File: src/rtl/tc_pl_cap_gain_mgr.sv
// -----------------------------------------------------------------------------
// tc_pl_cap_gain_mgr
//
// Capture-path gain manager. A level request (gain_en) selects an entry from
// the flattened DAC/LMH/relay tables. The entry is driven onto the gset_*
// outputs, and the manager waits for the three sub-blocks to report done. It
// then waits a programmable settle time before it reports gain_cmpt.
// Re-requesting the gain that is already applied and known-good skips the
// reprogramming.
//
// Optional build macro:
//   CAP_GAIN_TMO_EN - bound the wait for sub-block done flags by cap_gain_tmo
//                     cycles; on expiry enter the error state. When undefined,
//                     the wait is unbounded and cap_gain_tmo is ignored.
//
// Ports:
//   clk, rst                   clock, asynchronous active-low reset
//   gain_value, gain_en        requested index, level request (low = abort)
//   gain_cmpt, gain_err        settled-gain flag, failed-sequence flag
//   gain_cur                   last successfully applied index
//   cap_gain_del, cap_gain_tmo settle cycles, done-flag timeout cycles
//   cap_*_tbl                  flattened tables, entry k at [k*W +: W]
//   gset_en                    programming request to the sub-blocks
//   gset_*_cmpt                sub-block done flags
//   gset_dacA/B, gset_lmh,
//   gset_relay                 selected table entry
// -----------------------------------------------------------------------------
module tc_pl_cap_gain_mgr #(
  parameter int GAIN_NUM = 8,
  parameter int GSEL_W   = 3,
  parameter int DAC_W    = 32,
  parameter int LMH_W    = 6,
  parameter int RLY_W    = 4,
  parameter int DEL_W    = 32
) (
  input  logic                      clk,
  input  logic                      rst,
  input  logic [GSEL_W-1:0]         gain_value,
  input  logic                      gain_en,
  output logic                      gain_cmpt,
  output logic                      gain_err,
  output logic [GSEL_W-1:0]         gain_cur,
  input  logic [DEL_W-1:0]          cap_gain_del,
  input  logic [DEL_W-1:0]          cap_gain_tmo,
  input  logic [GAIN_NUM*DAC_W-1:0] cap_dacA_tbl,
  input  logic [GAIN_NUM*DAC_W-1:0] cap_dacB_tbl,
  input  logic [GAIN_NUM*LMH_W-1:0] cap_lmh_tbl,
  input  logic [GAIN_NUM*RLY_W-1:0] cap_relay_tbl,
  output logic                      gset_en,
  input  logic                      gset_adc_cmpt,
  input  logic                      gset_lmh_cmpt,
  input  logic                      gset_relay_cmpt,
  output logic [DAC_W-1:0]          gset_dacA,
  output logic [DAC_W-1:0]          gset_dacB,
  output logic [LMH_W-1:0]          gset_lmh,
  output logic [RLY_W-1:0]          gset_relay
);

  typedef enum logic [2:0] {S_IDLE, S_LOAD, S_GSET, S_GDEL, S_CMPT, S_ERR} state_t;

  localparam int                TBL_N     = 2 ** GSEL_W;
  localparam logic [GSEL_W:0]   GAIN_NUM_C = GAIN_NUM[GSEL_W:0];

  state_t              state, state_nxt;
  logic [GSEL_W-1:0]   sel_q, sel_nxt;
  logic                cur_vld, vld_nxt;
  logic [2:0]          sticky, sticky_nxt;
  logic [DEL_W-1:0]    cnt, cnt_nxt;
  logic                cmpt_nxt, err_nxt, gset_en_nxt;
  logic [GSEL_W-1:0]   cur_nxt;
  logic [DAC_W-1:0]    dacA_nxt, dacB_nxt;
  logic [LMH_W-1:0]    lmh_nxt;
  logic [RLY_W-1:0]    rly_nxt;
  logic [2:0]          done_now;
  logic                all_done;
  logic                sel_oor;

  // Unpack the tables into arrays covering the full select range, so any
  // sel_q value indexes a real element; unused slots read as zero.
  logic [DAC_W-1:0] dacA_ent [TBL_N];
  logic [DAC_W-1:0] dacB_ent [TBL_N];
  logic [LMH_W-1:0] lmh_ent  [TBL_N];
  logic [RLY_W-1:0] rly_ent  [TBL_N];

  for (genvar k = 0; k < TBL_N; k++) begin : g_tbl
    if (k < GAIN_NUM) begin : g_used
      assign dacA_ent[k] = cap_dacA_tbl[k*DAC_W +: DAC_W];
      assign dacB_ent[k] = cap_dacB_tbl[k*DAC_W +: DAC_W];
      assign lmh_ent[k]  = cap_lmh_tbl[k*LMH_W +: LMH_W];
      assign rly_ent[k]  = cap_relay_tbl[k*RLY_W +: RLY_W];
    end else begin : g_pad
      assign dacA_ent[k] = '0;
      assign dacB_ent[k] = '0;
      assign lmh_ent[k]  = '0;
      assign rly_ent[k]  = '0;
    end
  end

`ifndef CAP_GAIN_TMO_EN
  logic unused_tmo;
  assign unused_tmo = ^cap_gain_tmo;
`endif

  assign sel_oor  = ({1'b0, sel_q} >= GAIN_NUM_C);
  assign done_now = {gset_adc_cmpt, gset_lmh_cmpt, gset_relay_cmpt};
  // A flag arriving this cycle completes the set without waiting for it to
  // appear in the sticky register first.
  assign all_done = &(sticky | done_now);

  always_comb begin
    state_nxt   = state;
    sel_nxt     = sel_q;
    vld_nxt     = cur_vld;
    sticky_nxt  = sticky;
    cnt_nxt     = cnt;
    cmpt_nxt    = gain_cmpt;
    err_nxt     = gain_err;
    gset_en_nxt = gset_en;
    cur_nxt     = gain_cur;
    dacA_nxt    = gset_dacA;
    dacB_nxt    = gset_dacB;
    lmh_nxt     = gset_lmh;
    rly_nxt     = gset_relay;

    if (!gain_en) begin
      state_nxt   = S_IDLE;
      cmpt_nxt    = 1'b0;
      err_nxt     = 1'b0;
      gset_en_nxt = 1'b0;
      sticky_nxt  = '0;
      cnt_nxt     = '0;
      // Sub-blocks may be half-programmed, so the applied gain is unknown.
      if (state == S_GSET || state == S_GDEL) vld_nxt = 1'b0;
    end else begin
      case (state)
        S_IDLE: begin
          sel_nxt   = gain_value;
          state_nxt = S_LOAD;
        end
        S_LOAD: begin
          if (sel_oor) begin
            err_nxt   = 1'b1;
            state_nxt = S_ERR;
          end else if (sel_q == gain_cur && cur_vld) begin
            cmpt_nxt  = 1'b1;
            state_nxt = S_CMPT;
          end else begin
            dacA_nxt    = dacA_ent[sel_q];
            dacB_nxt    = dacB_ent[sel_q];
            lmh_nxt     = lmh_ent[sel_q];
            rly_nxt     = rly_ent[sel_q];
            gset_en_nxt = 1'b1;
            sticky_nxt  = '0;
            cnt_nxt     = '0;
            state_nxt   = S_GSET;
          end
        end
        S_GSET: begin
          sticky_nxt = sticky | done_now;
          if (all_done) begin
            gset_en_nxt = 1'b0;
            sticky_nxt  = '0;
            cnt_nxt     = '0;
            state_nxt   = S_GDEL;
          end
`ifdef CAP_GAIN_TMO_EN
          else if (cnt >= cap_gain_tmo) begin
            gset_en_nxt = 1'b0;
            vld_nxt     = 1'b0;
            err_nxt     = 1'b1;
            sticky_nxt  = '0;
            cnt_nxt     = '0;
            state_nxt   = S_ERR;
          end else begin
            cnt_nxt = cnt + DEL_W'(1);
          end
`endif
        end
        S_GDEL: begin
          if (cnt >= cap_gain_del) begin
            cmpt_nxt  = 1'b1;
            cur_nxt   = sel_q;
            vld_nxt   = 1'b1;
            cnt_nxt   = '0;
            state_nxt = S_CMPT;
          end else begin
            cnt_nxt = cnt + DEL_W'(1);
          end
        end
        S_CMPT: state_nxt = S_CMPT;
        S_ERR:  state_nxt = S_ERR;
        default: state_nxt = S_IDLE;
      endcase
    end
  end

  always_ff @(posedge clk or negedge rst) begin
    if (!rst) state <= S_IDLE;
    else      state <= state_nxt;
  end

  always_ff @(posedge clk or negedge rst) begin
    if (!rst) begin
      sel_q      <= '0;
      cur_vld    <= 1'b0;
      sticky     <= '0;
      cnt        <= '0;
      gain_cmpt  <= 1'b0;
      gain_err   <= 1'b0;
      gset_en    <= 1'b0;
      gain_cur   <= '0;
      gset_dacA  <= '0;
      gset_dacB  <= '0;
      gset_lmh   <= '0;
      gset_relay <= '0;
    end else begin
      sel_q      <= sel_nxt;
      cur_vld    <= vld_nxt;
      sticky     <= sticky_nxt;
      cnt        <= cnt_nxt;
      gain_cmpt  <= cmpt_nxt;
      gain_err   <= err_nxt;
      gset_en    <= gset_en_nxt;
      gain_cur   <= cur_nxt;
      gset_dacA  <= dacA_nxt;
      gset_dacB  <= dacB_nxt;
      gset_lmh   <= lmh_nxt;
      gset_relay <= rly_nxt;
    end
  end

endmodule

File: config.mk
export PLATFORM = sky130hd
export DESIGN_NAME = tc_pl_cap_gain_mgr
export DESIGN_NICKNAME = d
export VERILOG_FILES = /design/src/rtl/tc_pl_cap_gain_mgr.sv
export SDC_FILE = /design/constraint.sdc
export NUM_CORES = 1
export LEC_CHECK = 0
export ABC_AREA = 1
export ABC_CLOCK_PERIOD_IN_PS = 2100
export BUFFER_PORTS_ARGS = -buffer_cell sky130_fd_sc_hd__buf_4
export CAP_MARGIN = 20
export CORE_AREA = 2 2 294 296
export DETAILED_ROUTE_END_ITERATION = 8
export DIE_AREA = 0 0 296 298
export GPL_TIMING_DRIVEN = 0
export SETUP_SLACK_MARGIN = 0.5
export SYNTH_ARGS = -nofsm -noshare
export SYNTH_HDL_FRONTEND = slang
export SYNTH_SLANG_ARGS = --single-unit
File: constraint.sdc
create_clock -name clk -period 2.1 [get_ports clk]
set_input_delay 0.21 -clock clk [delete_from_list [all_inputs] [get_ports clk]]
set_output_delay 0.21 -clock clk [all_outputs]
set_load 0.05 [all_outputs]
==> flow_summary.yaml, run 1 <==
synth:
  ys_top_cells_by_area: "dfrtp_1 27%, o21ai_0 14%, nor2_1 12%"
  synth-seq-cells: 121
  muxShareOfSynthArea_pct: 0
  synth_compound_area_share_pct: 32.78
  ys_seq_area_share_pct: 27.30
  synth-simple-area-share_pct: 26.59
  yosys_warnings: 0
  netlist_top_cells_count: "356 x nor2_1, 321 x o21ai_0, 306 x nand2_1"
  synth_ff_type: "dfrtp_1"
  synthArstFlopShare_pct: 100.0
  synth_edf_count: 0
  synth.largest_area_cell: "dfrtp_1"
  synth-adder-area-share_pct: 3.723
  syn_avg_cell_area_um2: 6.389
  syn_area_mm2: 0.01109
  synth_xor_area_share_pct: 0.07897
  synthCells: 1736
  synthesis.nets: 2434
  netlist.area_leader.share_pct: 27.30
  yosysUniqueCellTypes: 42
  yosysMostFrequentCell: "nor2_1"
  synth_top_family_by_area: "compound AO/OA/AOI/OAI gates"
timing:
  relSlewSlack_pct: 58.33
  fin_tns_setup_ns: 0
  setup_viol: 0
  layout_setup_ws_ns: 0.1122
  fin_crit_sh_pct: 94.66
  whs_ns: 0.05922
  fmax_ghz: 0.5031
  hold_viol: 0
  rsz0062_at_grt: "true"
  fin_skew_ns: 0.01162
  slew_viol_final: 0
  period_minus_slack_ns: 1.988
  worst_pin_slew_ns: 0.6193
clock_network:
  root_buffer: "clkbuf_16"
  cts.reportedPaths.clkPinSlew_ns: 0.07
  cts_tree: "done"
  cts.sinks: 121
  htreeDepth: 4
  clk_path_buf_depth: 2
  cts_buffers: 17
  clkLatencyLatePin_ns: 0.47
global_route:
  grt_overflow: 0
  grt_usage_pct: 21.09
  grt_pass1_vias: 16800
  antenna_found_initial: 20
  grt_pass1_wl_um: 128800
  grt_max_degree: 82
route:
  wl_per_cell_um: 26.61
  dr.pass1.iters: 5
  first_iter_violations: 1613
  drc: 0
  routed_wirelength_um: 99950
  vias: 17450
  vias_per_cell: 4.647
  ant_nets: 0
placed_design:
  place_area_mm2: 0.01806
  place.port_buffers: 710
  pre_cts_ws_ns: -1.847
  hpwl_um: 76060
  gp_congestion: 0.9721
run:
  max-cap-violations: 0
min_path:
  worstHoldPathCells: 3
  hold_class: "in -> reg"
  min_from: "gain_value[1]"
  min_to: "sel_q[1]$_DFFE_PN0P_"
layout:
  nets: 3289
  drive_above_1_share_pct: 51.84
  design_area_mm2: 0.02340
  synthToLayoutAreaGrowth_pct: 111.0
pwr:
  powerDensity_mw_per_mm2: 1388
  clkPwrFrac_pct: 10.5
  switchingPower_uw: 17750
  intPower_uw: 14740
  p_sw_share_pct: 54.62
  p_comb_share_pct: 78.1
  ir_drop_mv: 0.6018
  p_total_uw: 32490
  sequentialPowerShare_pct: 11.4
  p_leak_uw: 0.01042
worst_setup_path:
  cp-startpoint: "cnt[14]$_DFFE_PN0P_"
  r2r_end: "state[1]$_DFFE_PN0P_"
  cp_data_required_time_ns: 2.45
  rrSetupSlack_ns: 0.11
  start_kind: "flop"
  reg2reg_from: "cnt[14]$_DFFE_PN0P_"
  path_class: "reg -> reg"
  cp.arrival_ns: 2.33
  worstPathMaxFanout: 10
  cp-end-kind: "flop"
  ff2ff_path_depth: 12
floorplan:
  row_count: 107
  boundaryPins: 745
  dieArea_mm2: 0.08821
  die_w_um: 296
  die_h_um: 298
  start_util_pct: 13.07
  coreArea_mm2: 0.08488
outcome:
  run_status: "finished, final reports clean"
[metrics by stage]
stage                     std cells  util [%]
after global routing           3754     27.56
after global placement         3590     21.13
final                          3756     27.57
after CTS                      3684     24.84
after detailed placement       3596     21.28
after floorplan                1736         -
[worst max path at each step]
stage / to / cells past startpoint / slack [ns]
floorplan: gain_cmpt$_DFFE_PN0P_ / 11 / 0.43
global placement: gset_dacA[26]$_DFFE_PN0P_ / 6 / -2.12
detailed placement: gset_dacB[1]$_DFFE_PN0P_ / 7 / -1.85
global route: state[2]$_DFFE_PN0P_ / 14 / 0.03
finish: state[1]$_DFFE_PN0P_ / 12 / 0.11
CTS: cnt[20]$_DFFE_PN0P_ / 14 / 0.12
[timing repair]
item                                    CTS  global route
hold buffers                              2             0
cloned                                   13            14
buffers inserted                         41            50
endpoints found under the setup margin  121           119
hold endpoints to repair                 41             0
gates resized for setup                 438           455
pin swaps                                87           193
[layout make-up]
class                   instances  area [µm²]
repair buffers                836        7141
inverters                     103       415.4
well taps                    1144        1431
plain buffers                 143        1765
multi-input cells            1369        8934
fillers                      9382       61480
flip-flops and latches        121        3050
clock inverters                13       190.2
diodes                          8       20.02
clock buffers                  19       452.9
[placed cells by master (no fill, tap or decap), types with 41 or more instances in the layout]
cell type and count:
dfrtp_1 103, inv_1 94, nand2_1 272, buf_4 781, o221ai_2 65, nor2_1 297
buf_12 47, o221ai_1 65, o21ai_2 53, nor2_4 41, o21ai_0 209, o21ai_1 117
[routing by layer]
metal	track usage, %	up-vias	part of all wire, %
li1	-	7768	-
met1	26.78	8434	41
met2	34.67	1069	47
met3	4.446	177	8.0
met4	8.237	6	3.7
met5	0	-	0.038
[state kept, by name, summed over array words and instances, names as in the netlist]
name and count:
cnt 32, gset_dacA 32, gset_dacB 32, gset_lmh 6, gset_relay 4, gain_cur 3
sel_q 3, state 3, sticky 3, cur_vld 1, gain_cmpt 1, gset_en 1
[power by group through the flow]
stage	Clock [µW]	Sequential (µW)	Combinational, µW
6_report	3420	3700	25400
5_1_grt	3620	3770	26500
4_1_cts	3540	3610	22200
3_5_place_dp	0	3630	17900
3_3_place_gp	0	3610	17700
2_1_floorplan	0	5980	6910
[logic make-up after synthesis]
logic type | after synthesis
other cells | 1
simple gates | 731
compound gates | 603
buf+inv | 246
flops | 121
xor+xnor | 1
fa+ha+maj | 33
[worst max-delay path: stages, from the launching register on]
cell,delay (ns)
dfrtp_2,0.43
ha_4,0.27
nand2_2,0.07
nor2_4,0.12
nand2_1,0.08
nor2_1,0.16
nor2_2,0.05
nand2_2,0.09
nand2_2,0.08
nand3_4,0.12
buf_12,0.15
buf_12,0.14
o211ai_1,0.08
(Power assumes the default switching activity.)
==> run 2: changes to the inputs <==
==> constraint.sdc (replaced) <==
create_clock -name clk -period 2.1 [get_ports clk]
set_input_delay 0.42 -clock clk [delete_from_list [all_inputs] [get_ports clk]]
set_output_delay 0.42 -clock clk [all_outputs]
set_load 0.05 [all_outputs]
==> run 2 against run 1 <==
- combinational power shrank 12%
- global-route usage shrank 0.071 points
- routed wire length shrank 2.5%
- count of clock-buffer cells in the layout grew 2
- worst hold slack gained 0.15 ns
- clock skew grew 0.0015 ns
- cell area shrank 6.3%
- highest routed layer unchanged
==> flow_summary.yaml, run 2 (synthesis results as in run 1) <==
placed_design:
  hpwl_um: 75990
  gp_congestion: 0.9827
  place.port_buffers: 710
pwr:
  powerDensity_mw_per_mm2: 1334
  clkPwrFrac_pct: 11.0
  p_leak_uw: 0.009800
  switchingPower_uw: 16600
  p_total_uw: 29250
  ir_drop_mv: 0.6258
  p_sw_share_pct: 56.77
  p_comb_share_pct: 76.6
  intPower_uw: 12640
  sequentialPowerShare_pct: 12.4
clock_network:
  clkLatencyLatePin_ns: 0.48
  cts.sinks: 121
  cts_tree: "done"
  htreeDepth: 4
  cts_buffers: 17
  cts.reportedPaths.clkPinSlew_ns: 0.07
  root_buffer: "clkbuf_16"
  clk_path_buf_depth: 2
timing:
  worst_pin_slew_ns: 0.5841
  relSlewSlack_pct: 61.06
  rsz0062_at_grt: "true"
  hold_viol: 0
  setup_viol: 0
  period_minus_slack_ns: 1.956
  slew_viol_final: 0
  fin_skew_ns: 0.01311
  fmax_ghz: 0.5112
  fin_crit_sh_pct: 93.16
route:
  vias: 17020
  ant_nets: 0
  wl_per_cell_um: 26.17
  first_iter_violations: 1425
  routed_wirelength_um: 97420
  dr.pass1.iters: 5
  vias_per_cell: 4.571
  drc: 0
global_route:
  grt_pass1_wl_um: 128500
  grt_max_degree: 82
  grt_overflow: 0
  grt_pass1_vias: 16730
  grt_usage_pct: 21.02
  antenna_found_initial: 21
layout:
  top_regs: "cnt (32), gset_dacA (32), gset_dacB (32)"
  mostFrequentLayoutCell: "buf_4"
  final_cell_mix: "768 x buf_4, 320 x nor2_1, 279 x nand2_1"
  utilization_pct: 25.82
  nets: 3247
  n_fill_cell: 9518
  drive_above_1_share_pct: 48.67
  synthToLayoutAreaGrowth_pct: 97.62
worst_setup_path:
  slowest_stage: "dfrtp_1"
  cp.arrival_ns: 2.36
  worstPathMaxFanout: 10
  cp_data_required_time_ns: 2.50
  max_stage_delay_ns: 0.38
  cp-end-kind: "flop"
  cp_cell_sequence: "buf_12, buf_12, buf_4, o21ai_0, o221ai_4, nand2_1, o21ai_0"
  reg2reg_from: "sel_q[0]$_DFFE_PN0P_"
  start_kind: "flop"
  cp-startpoint: "sel_q[0]$_DFFE_PN0P_"
  path_class: "reg -> reg"
floorplan:
  row_count: 107
  coreArea_mm2: 0.08488
  dieArea_mm2: 0.08821
  start_util_pct: 13.07
  boundaryPins: 745
  die_w_um: 296
  die_h_um: 298
min_path:
  min_from: "gain_value[2]"
  hold_class: "in -> reg"
run:
  max-cap-violations: 0
outcome:
  run_status: "finished, final reports clean"
## run 2: cell count changes in the layout (fill, tap and decap cells not counted), moves of 10 or more
cell	before	now
buf_4	781	768
inv_2	6	24
inv_1	94	76
clkbuf_16	39	29
o221ai_2	65	38
buf_12	47	35
o21ai_2	53	29
o21ai_0	209	253
o21ai_1	117	105
nor2_1	297	320
o221ai_1	65	98
nor2_4	41	20
## run 2: area by class of cell
type | count | area (µm²) | area share, %
multi-input cells | 1369 | 8351 | 38.10
repair buffers | 794 | 6455 | 29.45
flip-flops and latches | 121 | 3060 | 13.96
plain buffers | 143 | 1589 | 7.250
well taps | 1144 | 1431 | 6.531
clock buffers | 21 | 470.5 | 2.146
inverters | 103 | 410.4 | 1.872
clock inverters | 11 | 110.1 | 0.5024
diodes | 16 | 40.04 | 0.1827
## run 2: what timing repair did
item	4_1_cts	5_1_grt
gates resized for setup	379	257
gates cloned	7	7
pin swaps	45	101
endpoints found under the hold margin	40	0
hold buffers	1	0
setup buffers	31	31
endpoints found under the setup margin	122	119
## run 2: stage by stage
| step | cell area (µm²) | hold slack (ns) | setup TNS (ns) | instances | setup WS [ns] |
|---|---|---|---|---|---|
| 2_1_floorplan | 11360 | 0.1244 | 0 | 1736 | 0.4228 |
| 3_3_place_gp | 18120 | 0.4679 | -98.27 | 3590 | -2.247 |
| 3_5_place_dp | 18240 | 0.4009 | -52.19 | 3597 | -1.244 |
| 4_1_cts | 20630 | 0.1816 | 0 | 3668 | 0.1394 |
| 5_1_grt | 21900 | 0.2084 | 0 | 3717 | 0.08214 |
| 6_report | 21920 | 0.2105 | 0 | 3722 | 0.1437 |
## run 2: power by group through the flow
stage / clock, µW / sequential, µW / combinational, µW
2_1_floorplan: 0 / 5980 / 6950
3_3_place_gp: 0 / 3610 / 17800
3_5_place_dp: 0 / 3640 / 18000
4_1_cts: 3330 / 3620 / 21100
5_1_grt: 3400 / 3720 / 23500
6_report: 3200 / 3640 / 22400
## run 2: final timing paths
path / slack (ns) / cells after the start / endpoint
max: 0.14 / 7 / gset_dacB[2]$_DFFE_PN0P_
min: 0.21 / 3 / sel_q[2]$_DFFE_PN0P_
max reg2reg: 0.14 / 7 / gset_dacB[2]$_DFFE_PN0P_
min reg2reg: 0.49 / 2 / gset_dacB[11]$_DFFE_PN0P_
max in group asynchronous: 0.77 / 3 / gset_dacA[4]$_DFFE_PN0P_
min in group asynchronous: 0.46 / 2 / gset_lmh[4]$_DFFE_PN0P_
## run 2: layer usage
| layer | global-route usage [%] | wire length, µm | up-vias |
|---|---|---|---|
| met1 | 26.60 | 39830 | 8230 |
| met5 | 0 | 35 | - |
| met2 | 34.40 | 45890 | 945 |
| li1 | - | - | 7672 |
| met3 | 4.640 | 7826 | 162 |
| met4 | 8.430 | 3841 | 6 |
## run 2: critical path, delay by kind of cell, from the launching register on
kind	cells	cell delay (ns)
DFF	1	0.38
buffers and inverters	3	0.64
and+or+nand+nor	1	0.13
AOI/OAI and AO/OA	3	0.71
